==> src/rtl/playlist_pkg.sv <==
// Shared encodings for the playlist sequencer: FSM states, repeat/shuffle
// modes and the shuffle LFSR seed/taps.
package playlist_pkg;

  typedef enum logic [1:0] {
    LOAD    = 2'd0,
    PAUSED  = 2'd1,
    PLAYING = 2'd2,
    GAP     = 2'd3
  } state_t;

  localparam logic [1:0] MODE_OFF  = 2'b00;
  localparam logic [1:0] MODE_ALL  = 2'b01;
  localparam logic [1:0] MODE_ONE  = 2'b10;
  localparam logic [1:0] MODE_SHUF = 2'b11;

  // x^8 + x^6 + x^5 + x^4 + 1, maximal length, so a non-zero seed never reaches zero
  localparam logic [7:0] LFSR_SEED = 8'h01;
  localparam logic [7:0] LFSR_TAPS = 8'hB8;

endpackage

==> src/rtl/shuffle_lfsr.sv <==
// Free-running 8-bit Fibonacci LFSR that feeds shuffle song selection.
module shuffle_lfsr
  import playlist_pkg::*;
(
  input  logic       clk,
  input  logic       reset,
  output logic [7:0] q
);

  always_ff @(posedge clk) begin
    if (!reset) q <= LFSR_SEED;
    else        q <= {q[6:0], ^(q & LFSR_TAPS)};
  end

endmodule

==> src/rtl/playlist_ctrl.sv <==
// Playback sequencer: play/pause FSM, timed inter-song gap, prev restart-or-back
// and repeat-off/all/one/shuffle song selection driving the player.
module playlist_ctrl
  import playlist_pkg::*;
#(
  parameter int NUM_SONGS   = 4,
  parameter int SONG_W      = 2,
  parameter int GAP_CYCLES  = 16,
  parameter int PREV_WINDOW = 64
) (
  input  logic              clk,
  input  logic              reset,
  input  logic              play_button,
  input  logic              next_button,
  input  logic              prev_button,
  input  logic [1:0]        mode,
  input  logic              song_done,
  output logic              play,
  output logic [SONG_W-1:0] song,
  output logic              reset_player,
  output logic [1:0]        state
);

  localparam int EL_W = $clog2(PREV_WINDOW + 1);
  localparam int GC_W = (GAP_CYCLES > 1) ? $clog2(GAP_CYCLES) : 1;
  localparam logic [SONG_W-1:0] LAST_SONG = SONG_W'(NUM_SONGS - 1);
  localparam logic [GC_W-1:0]   GAP_LOAD  = (GAP_CYCLES > 0) ? GC_W'(GAP_CYCLES - 1) : '0;

  state_t             state_q, state_d;
  logic [SONG_W-1:0]  song_q, song_d;
  logic [SONG_W-1:0]  pending_q, pending_d;
  logic [GC_W-1:0]    gap_q, gap_d;
  logic [EL_W-1:0]    elapsed_q, elapsed_d;
  logic               autoplay_q, autoplay_d;
  logic               play_q, reset_player_q;
  logic [7:0]         lfsr_q;
  logic [SONG_W-1:0]  shuffle_pick;
  logic [SONG_W-1:0]  new_pending;
  logic               unused_lfsr_bits;

  function automatic logic [SONG_W-1:0] inc(input logic [SONG_W-1:0] s);
    return (s == LAST_SONG) ? '0 : s + 1'b1;
  endfunction

  function automatic logic [SONG_W-1:0] dec(input logic [SONG_W-1:0] s);
    return (s == '0) ? LAST_SONG : s - 1'b1;
  endfunction

  shuffle_lfsr u_lfsr (
    .clk   (clk),
    .reset (reset),
    .q     (lfsr_q)
  );

  assign unused_lfsr_bits = &lfsr_q;

  // Fold the raw LFSR bits into range, then step past the current song so
  // shuffle never repeats the track that just ended.
  always_comb begin
    shuffle_pick = lfsr_q[SONG_W-1:0];
    if (int'(shuffle_pick) >= NUM_SONGS) shuffle_pick = shuffle_pick - SONG_W'(NUM_SONGS);
    if (shuffle_pick == song_q) shuffle_pick = inc(song_q);
  end

  always_comb begin
    case (mode)
      MODE_ONE:  new_pending = song_q;
      MODE_SHUF: new_pending = shuffle_pick;
      default:   new_pending = inc(song_q);
    endcase
  end

  always_comb begin
    state_d    = state_q;
    song_d     = song_q;
    pending_d  = pending_q;
    gap_d      = gap_q;
    elapsed_d  = elapsed_q;
    autoplay_d = autoplay_q;

    case (state_q)
      LOAD: begin
        elapsed_d = '0;
        state_d   = autoplay_q ? PLAYING : PAUSED;
      end

      PAUSED: begin
        if (play_button) begin
          state_d = PLAYING;
        end else if (next_button) begin
          song_d = inc(song_q); state_d = LOAD; autoplay_d = 1'b0;
        end else if (prev_button) begin
          song_d = dec(song_q); state_d = LOAD; autoplay_d = 1'b0;
        end
      end

      PLAYING: begin
        if (int'(elapsed_q) < PREV_WINDOW) elapsed_d = elapsed_q + 1'b1;
        if (play_button) begin
          state_d = PAUSED;
        end else if (next_button) begin
          song_d = inc(song_q); state_d = LOAD; autoplay_d = 1'b1;
        end else if (prev_button) begin
          // Early in the song prev steps back; later it restarts the same song.
          if (int'(elapsed_q) < PREV_WINDOW) song_d = dec(song_q);
          state_d = LOAD; autoplay_d = 1'b1;
        end else if (song_done) begin
          if (mode == MODE_OFF && song_q == LAST_SONG) begin
            song_d = '0; state_d = LOAD; autoplay_d = 1'b0;
          end else if (GAP_CYCLES > 0) begin
            pending_d = new_pending; gap_d = GAP_LOAD; state_d = GAP;
          end else begin
            song_d = new_pending; state_d = LOAD; autoplay_d = 1'b1;
          end
        end
      end

      GAP: begin
        gap_d = gap_q - 1'b1;
        if (gap_q == '0) begin
          song_d = pending_q; state_d = LOAD; autoplay_d = 1'b1;
        end else if (play_button) begin
          song_d = pending_q; state_d = LOAD; autoplay_d = 1'b0;
        end else if (next_button) begin
          song_d = inc(song_q); state_d = LOAD; autoplay_d = 1'b1;
        end else if (prev_button) begin
          song_d = dec(song_q); state_d = LOAD; autoplay_d = 1'b1;
        end
      end

      default: state_d = LOAD;
    endcase
  end

  always_ff @(posedge clk) begin
    if (!reset) begin
      state_q        <= LOAD;
      song_q         <= '0;
      pending_q      <= '0;
      gap_q          <= '0;
      elapsed_q      <= '0;
      autoplay_q     <= 1'b0;
      play_q         <= 1'b0;
      reset_player_q <= 1'b1;
    end else begin
      state_q        <= state_d;
      song_q         <= song_d;
      pending_q      <= pending_d;
      gap_q          <= gap_d;
      elapsed_q      <= elapsed_d;
      autoplay_q     <= autoplay_d;
      // Player controls are registered from the next state so they line up with it.
      play_q         <= (state_d == PLAYING);
      reset_player_q <= (state_d == LOAD);
    end
  end

  assign play         = play_q;
  assign song         = song_q;
  assign reset_player = reset_player_q;
  assign state        = state_q;

endmodule

==> config.mk <==
export PLATFORM = sky130hd
export DESIGN_NAME = playlist_ctrl
export DESIGN_NICKNAME = d
export VERILOG_FILES = /design/src/rtl/playlist_pkg.sv /design/src/rtl/shuffle_lfsr.sv /design/src/rtl/playlist_ctrl.sv
export SDC_FILE = /design/constraint.sdc
export NUM_CORES = 1
export LEC_CHECK = 0
export CAP_MARGIN = 20
export CORE_MARGIN = 2
export CORE_UTILIZATION = 45
export CTS_BUF_LIST = sky130_fd_sc_hd__clkbuf_2
export DETAILED_ROUTE_END_ITERATION = 16
export PLACE_DENSITY = 0.65
export SYNTH_ARGS = -nofsm -noshare
export SYNTH_HDL_FRONTEND = slang
export SYNTH_HIERARCHICAL = 1
export SYNTH_SLANG_ARGS = --single-unit
==> constraint.sdc <==
create_clock -name clk -period 2.6 [get_ports clk]
set_clock_uncertainty 0.2 [all_clocks]
set_input_delay 0.52 -clock clk [delete_from_list [all_inputs] [get_ports clk]]
set_output_delay 0.52 -clock clk [all_outputs]
set_load 0.03 [all_outputs]
Yosys cells after proc, flatten, opt, wreduce, memory -nomap -nowiden:

Index checks and enable logic that the tools add are counted.

* output and inout port bits: 6
* bits in registers: 28
* logic and storage cells: 102
* bits in latches: 0
* RAM bits: 0
* ROM bits: 0
* memories: 0
* bits of input ports: 8

* reductions and logical operators: 15
* divide/modulo/power cells: 0
* multiplexer cells: 49
* shift operators: 0
* $lt $le $gt $ge: 1
* equal/unequal tests: 20
* $add $sub $neg: 4
* bitwise operators: 4
* multipliers: 0

Operators with widths (count)
* 2-bit two-way mux: 25
* 4-bit two-way mux: 5
* 6-bit AND reduction: 3
* 2-bit inequality test, second input constant: 7
* 7-bit case mux with 2 select lines: 1
* 2-bit equality test, second input constant: 6
* 1-bit two-way mux: 12
* 4-bit inequality test, second input constant: 3
* 2-bit logical NOT: 4
* 2-bit case mux with 4 select lines: 1
* 4-bit case mux with 2 select lines: 1
* 8-bit parity: 1
* 7-bit by 1-bit adder with 7-bit output, second input constant: 1
* 7-bit < comparator, second input constant: 1
* 7-bit two-way mux: 1
* 7-bit AND reduction: 1
* 2-bit case mux with 3 select lines: 1
* 5-bit inequality test, second input constant: 1
* 4-bit logical NOT: 1
* 1-bit NOT: 4
* 2-bit case mux with 2 select lines: 1
* 2-bit nonzero test: 2
* 4-bit by 1-bit subtractor with 4-bit output, second input constant: 1
* 3-bit inequality test, second input constant: 1
* 8 further kinds: 8

Logic depth before layout (Yosys ltp):

Gate-level depths: netlist of run 1.

* depth in word-level cells: 9
* mapped depth: 7
* depth with buffers taken out: 7

By module:

Netlist of run 1, hierarchy kept.

By module, submodules not included
* playlist_ctrl: cells each 144, seq. area each 400.4 um2, instances 1, area an instance 1192.4 um2
* shuffle_lfsr: cells each 19, seq. area each 160.2 um2, instances 1, area an instance 235.2 um2

Worst setup path after synthesis of run 1:

OpenSTA, ideal clock, no wires.

* path kind: register -> register
* from: register song_q[0], in the netlist song[0]
* to: register song_q[0], in the netlist song[0]
* path buffers: 0
* clock period less this slack: 2.088 ns
* required time: 2.284 ns
* arrival time: 1.772 ns
* setup time: 0.116 ns
* path slack: 0.512 ns
* stages on the path, launching flop included: 7
* cells stage by stage: dfxtp_1 ha_1 nor3b_1 a21o_1 a2bb2oi_1 o211ai_1 o211a_1

* longest elaborated chain between the ends: 7
* elaborated cells on any way between the ends: 19
* classes of those cells: add/sub (2); eq/ne (2); mux (12); reduce/logical (3)

Ends and longest elaborated chain
* from (decl): line playlist_ctrl.sv:30 `logic [SONG_W-1:0] song_q, song_d;`
* from (signal assigned): line playlist_ctrl.sv:147 `song_q <= song_d;`
* 2-bit by 1-bit subtractor with 2-bit output or 2-bit logical NOT (tied branches): line playlist_ctrl.sv:46 `return (s == '0) ? LAST_SONG : s - 1'b1;`
* 2-bit two-way mux: line playlist_ctrl.sv:46
* 2-bit two-way mux (on tied branches): line playlist_ctrl.sv:92, playlist_ctrl.sv:126, playlist_ctrl.sv:105
* 2-bit two-way mux (on tied branches): line playlist_ctrl.sv:124, playlist_ctrl.sv:103
* 2-bit two-way mux (on tied branches): line playlist_ctrl.sv:122, playlist_ctrl.sv:101
* 2-bit two-way mux (on tied branches): line playlist_ctrl.sv:120, playlist_ctrl.sv:99
* 2-bit case mux with 3 select lines: line playlist_ctrl.sv:81 `case (state_q)`

Parallel ways exist; a longest one is shown, timed or not. The select of a mux whose other input is x is not followed.
A chain may end at the register's enable or synchronous reset.

Worst setup path after layout of run 1:

* from: register song_q[0], in the netlist song[0]
* to: output port song[0]

RTL lines
* to (decl): line playlist_ctrl.sv:19 `output logic [SONG_W-1:0] song,`

No word-level cell between the ends.

==> flow_summary.json, run 1 <==
{
  "netSwitchingPower_w": 0.0002284,
  "syn_avg_cell_area_um2": 8.758,
  "cp_top_family": "buffers and inverters",
  "nNetsFinal": 193,
  "clock_power_share": 0.201,
  "wire_per_inst_um": 12.51,
  "pwr-share-seq": 0.590,
  "critPathLaunchType": "register",
  "hp-class": "register to register",
  "crit_type": "register to output pin",
  "yosysMostFrequentCell": "dfxtp_1",
  "htreeDepth": 1,
  "cts_sinks": 28,
  "fill_cells": 290,
  "route.detailed.drc": 0,
  "holdPathEnd": "u_lfsr/q[7]$_SDFF_PN0_",
  "rr_worst_depth": 6,
  "cts_setup_buffers": 0,
  "clock_tree.buffer_depth": 2,
  "async_flop_share": 0,
  "r2r-start": "song[0]$_SDFFE_PN0P_",
  "grt_usage": 0.1707,
  "setup_viol": 0,
  "antenna_found_initial": 0,
  "tightest_slew_ns": 0.3921,
  "start_util": 0.4715,
  "whs_path_depth": 1,
  "grt_max_degree": 20,
  "port_buffers": 13,
  "cts_tree": "built",
  "die_h_um": 60.33,
  "rr_endpoint": "song[0]$_SDFFE_PN0P_",
  "grtUsageMet3": 0.02597,
  "ys_seq_elements": 28,
  "dpl_worst_slack_ns": 0.1482,
  "totalWireLength_mm": 2.803,
  "clockRootBuffer": "clkbuf_2",
  "first_iter_violations": 50,
  "worstPathCellList": "clkdlybuf4s50_1",
  "ctsResizeCount": 0,
  "synth_edf_count": 0,
  "grt_busiest_layer": "met2",
  "critPathMaxStageDelay_ns": 0.73,
  "clk_latency_ns": 0.36,
  "peakVddDrop_mv": 0.2051,
  "syn-cell-area_um2": 1428,
  "synth.distinct_cells": 45,
  "grt_pass1_vias": 1160,
  "internal-power_w": 0.0005565,
  "min_period_ns": 2.371,
  "die-area_um2": 3639,
  "netlist_top_cells_area": "dfxtp_1 (39%), a21oi_1 (5.3%), xor2_1 (4.3%)",
  "stdcell_count": 224,
  "first_pass_iters": 4,
  "area_growth_pct": 14.55,
  "setup_slack_ns": 0.2288,
  "dp.cells": 220,
  "fmax_mhz": 421.7,
  "ys_top_cells_by_count": "dfxtp_1 (28), a21oi_1 (15), nor2_1 (15)",
  "yosysTopAreaCellShare": 0.3926,
  "num_antenna_cells": 0,
  "min_from": "u_lfsr/q[6]$_SDFF_PN0_",
  "die-width_um": 60.33,
  "met1_usage": 0.2121,
  "comb_power_share": 0.209,
  "cts_buffers": 3,
  "r2r_setup_slack_ns": 0.44,
  "rsz0062_at_grt": "no",
  "finalMaxSlewViolations": 0,
  "period_share": 0.9120,
  "ys_seq_area_frac": 0.3926,
  "vias": 1169,
  "cap_violations": 0,
  "cp.arrival_ns": 1.65,
  "path_clk_slew_ns": 0.25,
  "ys.flop_type": "dfxtp_1",
  "outcome": "complete, no violations",
  "viasPerCell": 5.219,
  "crit_required_ns": 1.88,
  "crit_slowest_cell": "clkdlybuf4s50_1",
  "row_count": 20,
  "switching_share": 0.2910,
  "setup_tns_ns": 0,
  "crit_fanout": 9,
  "grt_pass1_wl_mm": 4.698,
  "synthCells": 163,
  "grtUsageMet2": 0.2966,
  "p_leak_nw": 0.6079,
  "ant_nets": 0,
  "maxSlewHeadroom": 0.7369,
  "drive_gt1_frac": 0.07778,
  "gp_congestion": 0.8408,
  "cp-end-kind": "output pin",
  "hold_viol_final": 0,
  "coreArea_um2": 3028,
  "cts_hold_buf": 0,
  "path_buf_inv": 1,
  "yosys_warnings": 6,
  "syn-num-nets": 175,
  "io_pins": 14,
  "power_density_nw_per_um2": 480.0,
  "dp.final_hpwl_mm": 2.167,
  "yosys.area.top_type": "dfxtp_1",
  "grt-ovfl-total": 0
}
flip-flops by register name (all words and copies together) (netlist names):
signal,flops
u_lfsr/q,8
elapsed_q,7
gap_q,4
pending_q,2
song,2
state,2
autoplay_q,1
play,1
reset_player,1
how the worst max path moves through the flow:
stage | startpoint | to | slack [ns] | depth (start not counted)
6_report | song[0]$_SDFFE_PN0P_ | song[0] | 0.23 | 1
5_1_grt | song[0]$_SDFFE_PN0P_ | song[0] | 0.11 | 1
4_1_cts | song[0]$_SDFFE_PN0P_ | song[0] | 0.21 | 1
3_5_place_dp | mode[1] | song[0]$_SDFFE_PN0P_ | 0.15 | 6
3_3_place_gp | mode[1] | gap_q[3]$_SDFFE_PN0P_ | 0.19 | 6
2_1_floorplan | song[0]$_SDFFE_PN0P_ | song[0]$_SDFFE_PN0P_ | 0.51 | 6
cell type report:
cell class	count	area [µm²]	share of cell area
multi-input cells	124	814.5	0.4981
flip-flops and latches	28	560.5	0.3428
repair buffers	17	160.2	0.09793
well taps	44	55.05	0.03366
inverters	7	26.28	0.01607
clock buffers	3	15.01	0.009181
clock inverters	1	3.754	0.002295
metal layers:
layer / vias up / part of all wire
met4: 0 / 0.0071
li1: 611 / -
met2: 14 / 0.50
met3: 4 / 0.022
met1: 540 / 0.47
met5: - / 0
layout by cell type (no fill, tap or decap), types with 2 or more instances in the layout:
master	n
nand3b_1	4
a21oi_1	15
clkbuf_2	3
ha_1	4
clkdlybuf4s50_1	13
o211ai_1	2
nand3_1	6
nand2b_1	2
buf_4	4
o22ai_1	2
xor2_1	7
mux2i_1	4
xnor2_1	5
nand2_1	11
clkinv_1	2
inv_1	6
nor3_1	4
and2_1	7
nor2_1	15
dfxtp_1	28
nor3b_1	4
nor2b_1	3
o21ai_0	6
power groups by stage:
stage	clock network [W]	registers, W	logic (W)
after global routing	0.000185	0.000466	0.000181
after detailed placement	0	0.000471	0.000165
after global placement	0	0.000470	0.000162
after floorplan	0	0.000481	0.0000980
after CTS	0.000166	0.000463	0.000165
final	0.000158	0.000463	0.000164
metrics by stage:
stage | power (W) | hold WS [ns] | utilization | instance area, µm²
after floorplan | 0.0005793 | 0.2118 | - | 1428
after global placement | 0.0006321 | 0.2196 | 0.5339 | 1617
after CTS | 0.0007947 | 0.2921 | 0.5401 | 1635
after detailed placement | 0.0006354 | 0.2400 | 0.5339 | 1617
final | 0.0007849 | 0.2853 | 0.5401 | 1635
after global routing | 0.0008314 | 0.3145 | 0.5401 | 1635
cells by family (layout without fill, tap and decap cells):
| group | Yosys count | count (layout) | share of synthesized area |
|---|---|---|---|
| fa+ha+maj | 4 | 4 | 0.03506 |
| xor+xnor | 12 | 12 | 0.07362 |
| flops | 28 | 28 | 0.3926 |
| compound gates | 40 | 40 | 0.1841 |
| buf+inv | 11 | 28 | 0.03680 |
| mux | 5 | 5 | 0.03593 |
| simple gates | 63 | 63 | 0.2419 |
(Power assumes the default switching activity.)
==> run 2, diff against run 1 <==
--- a/config.mk
+++ b/config.mk
@@ -5,12 +5,15 @@
 export SDC_FILE = /design/constraint.sdc
 export NUM_CORES = 1
 export LEC_CHECK = 0
+export ABC_CLOCK_PERIOD_IN_PS = 2600
 export CAP_MARGIN = 20
+export CELL_PAD_IN_SITES_DETAIL_PLACEMENT = 1
+export CELL_PAD_IN_SITES_GLOBAL_PLACEMENT = 1
 export CORE_MARGIN = 2
-export CORE_UTILIZATION = 45
+export CORE_UTILIZATION = 44
 export CTS_BUF_LIST = sky130_fd_sc_hd__clkbuf_2
 export DETAILED_ROUTE_END_ITERATION = 16
-export PLACE_DENSITY = 0.65
+export PLACE_DENSITY_LB_ADDON = 0.1
 export SYNTH_ARGS = -nofsm -noshare
 export SYNTH_HDL_FRONTEND = slang
 export SYNTH_HIERARCHICAL = 1
==> run 2 against run 1 <==
Sequential share of layout area fell by 0.39 points. Power grew 15%. Clock power grew 68%. Combinational power increased by 2%. Critical endpoint is now state[0].
==> flow_summary.json, run 2 (synthesized netlist as in run 1, its figures left out) <==
{
  "outcome": "complete, no violations",
  "hold_viol_final": 0,
  "clockRootBuffer": "clkbuf_2",
  "antenna_found_initial": 0,
  "clock_tree.buffer_depth": 2,
  "cap_violations": 0,
  "cp.arrival_ns": 1.72,
  "finalMaxSlewViolations": 0,
  "critPathLaunchType": "register",
  "path_buf_inv": 1,
  "crit_slowest_cell": "clkdlybuf4s50_1",
  "num_antenna_cells": 0,
  "grt_pass1_wl_mm": 5.623,
  "area_growth_pct": 15.86,
  "vias": 1214,
  "min_period_ns": 2.437,
  "first_iter_violations": 52,
  "ctsResizeCount": 0,
  "crit_required_ns": 1.88,
  "port_buffers": 13,
  "p_total_w": 0.0008993,
  "crit_fanout": 10,
  "fill_cells": 371,
  "layout_common_cells": "dfxtp_1 (28), a21oi_1 (15), nor2_1 (15)",
  "route.detailed.drc": 0,
  "row_count": 20,
  "cp_top_family": "buffers and inverters",
  "io_pins": 14,
  "multi_input_area_um2": 814.5,
  "grt-ovfl-total": 0,
  "dp.final_hpwl_mm": 2.514,
  "regMostFlops": "u_lfsr/q",
  "tightest_slew_ns": 0.5294,
  "cts_buffers": 3,
  "setup_slack_ns": 0.1635,
  "critPathMaxStageDelay_ns": 0.75,
  "design_area_um2": 1654,
  "first_pass_iters": 4,
  "cp-startpoint": "state[0]$_SDFF_PN0_",
  "htreeDepth": 1,
  "rsz0062_at_grt": "no",
  "final_common_cell": "dfxtp_1",
  "fmax_mhz": 410.4,
  "grt_pass1_vias": 1253,
  "maxSlewHeadroom": 0.6463,
  "grt_usage": 0.2028,
  "hp-class": "register to register",
  "coreArea_um2": 3078,
  "r2r-start": "song[0]$_SDFFE_PN0P_",
  "drive_gt1_frac": 0.07821,
  "placed_area_um2": 1609,
  "cts_setup_buffers": 0,
  "period_share": 0.9371,
  "setup_viol": 0,
  "peakVddDrop_mv": 0.2343,
  "nNetsFinal": 192,
  "reg_top3": "u_lfsr/q (8), elapsed_q (7), gap_q (4)",
  "die-width_um": 60.96,
  "die_h_um": 60.96,
  "die-area_um2": 3716,
  "start_util": 0.4638,
  "largest_reg_flops": 8,
  "seq_area_um2": 560.5,
  "min_from": "u_lfsr/q[6]$_SDFF_PN0_",
  "worstPathCellList": "clkdlybuf4s50_1",
  "crit_type": "register to output pin",
  "path_clk_slew_ns": 0.27,
  "power_density_nw_per_um2": 543.7,
  "grt_max_degree": 20,
  "cts_sinks": 28,
  "gp_congestion": 0.8498,
  "ant_nets": 0,
  "cts_hold_buf": 0,
  "viasPerCell": 5.444,
  "setup_tns_ns": 0,
  "dpl_worst_slack_ns": 0.09010,
  "cts_tree": "built",
  "p_leak_nw": 0.6157,
  "totalWireLength_mm": 3.335,
  "clk_latency_ns": 0.38,
  "cp-end-kind": "output pin",
  "wire_per_inst_um": 14.96,
  "whs_ns": 0.2830
}
[run 2: final timing paths]
kind / endpoint / slack (ns) / cells after the start
worst max register to register: song[0]$_SDFFE_PN0P_ / 0.37 / 6
worst max-delay path: state[0] / 0.16 / 1
worst min register to register: u_lfsr/q[7]$_SDFF_PN0_ / 0.28 / 1
worst min-delay path: u_lfsr/q[7]$_SDFF_PN0_ / 0.28 / 1
[run 2: metal layers]
| layer | vias up | routed length [µm] | GRT usage |
|---|---|---|---|
| met5 | - | 0 | 0 |
| met3 | 6 | 73 | 0.02559 |
| li1 | 606 | - | - |
| met2 | 15 | 1581 | 0.3441 |
| met1 | 587 | 1624 | 0.2633 |
| met4 | 0 | 56 | 0.07453 |
[run 2: layout make-up]
cell class	count	area share
clock buffers	3	0.009077
well taps	44	0.03328
inverters	7	0.01588
flip-flops and latches	28	0.3389
clock inverters	1	0.01815
repair buffers	16	0.09228
multi-input cells	124	0.4924
[run 2: power by group]
| part | total, W | switching (W) | internal [W] |
|---|---|---|---|
| logic | 0.000168 | 0.0000921 | 0.0000760 |
| registers | 0.000466 | 0.0000194 | 0.000446 |
| clock network | 0.000265 | 0.000133 | 0.000132 |
[run 2: through the flow]
stage	utilization	cells
3_3_place_gp	0.5228	219
2_1_floorplan	-	163
6_report	0.5374	223
4_1_cts	0.5374	223
5_1_grt	0.5374	223
3_5_place_dp	0.5228	219
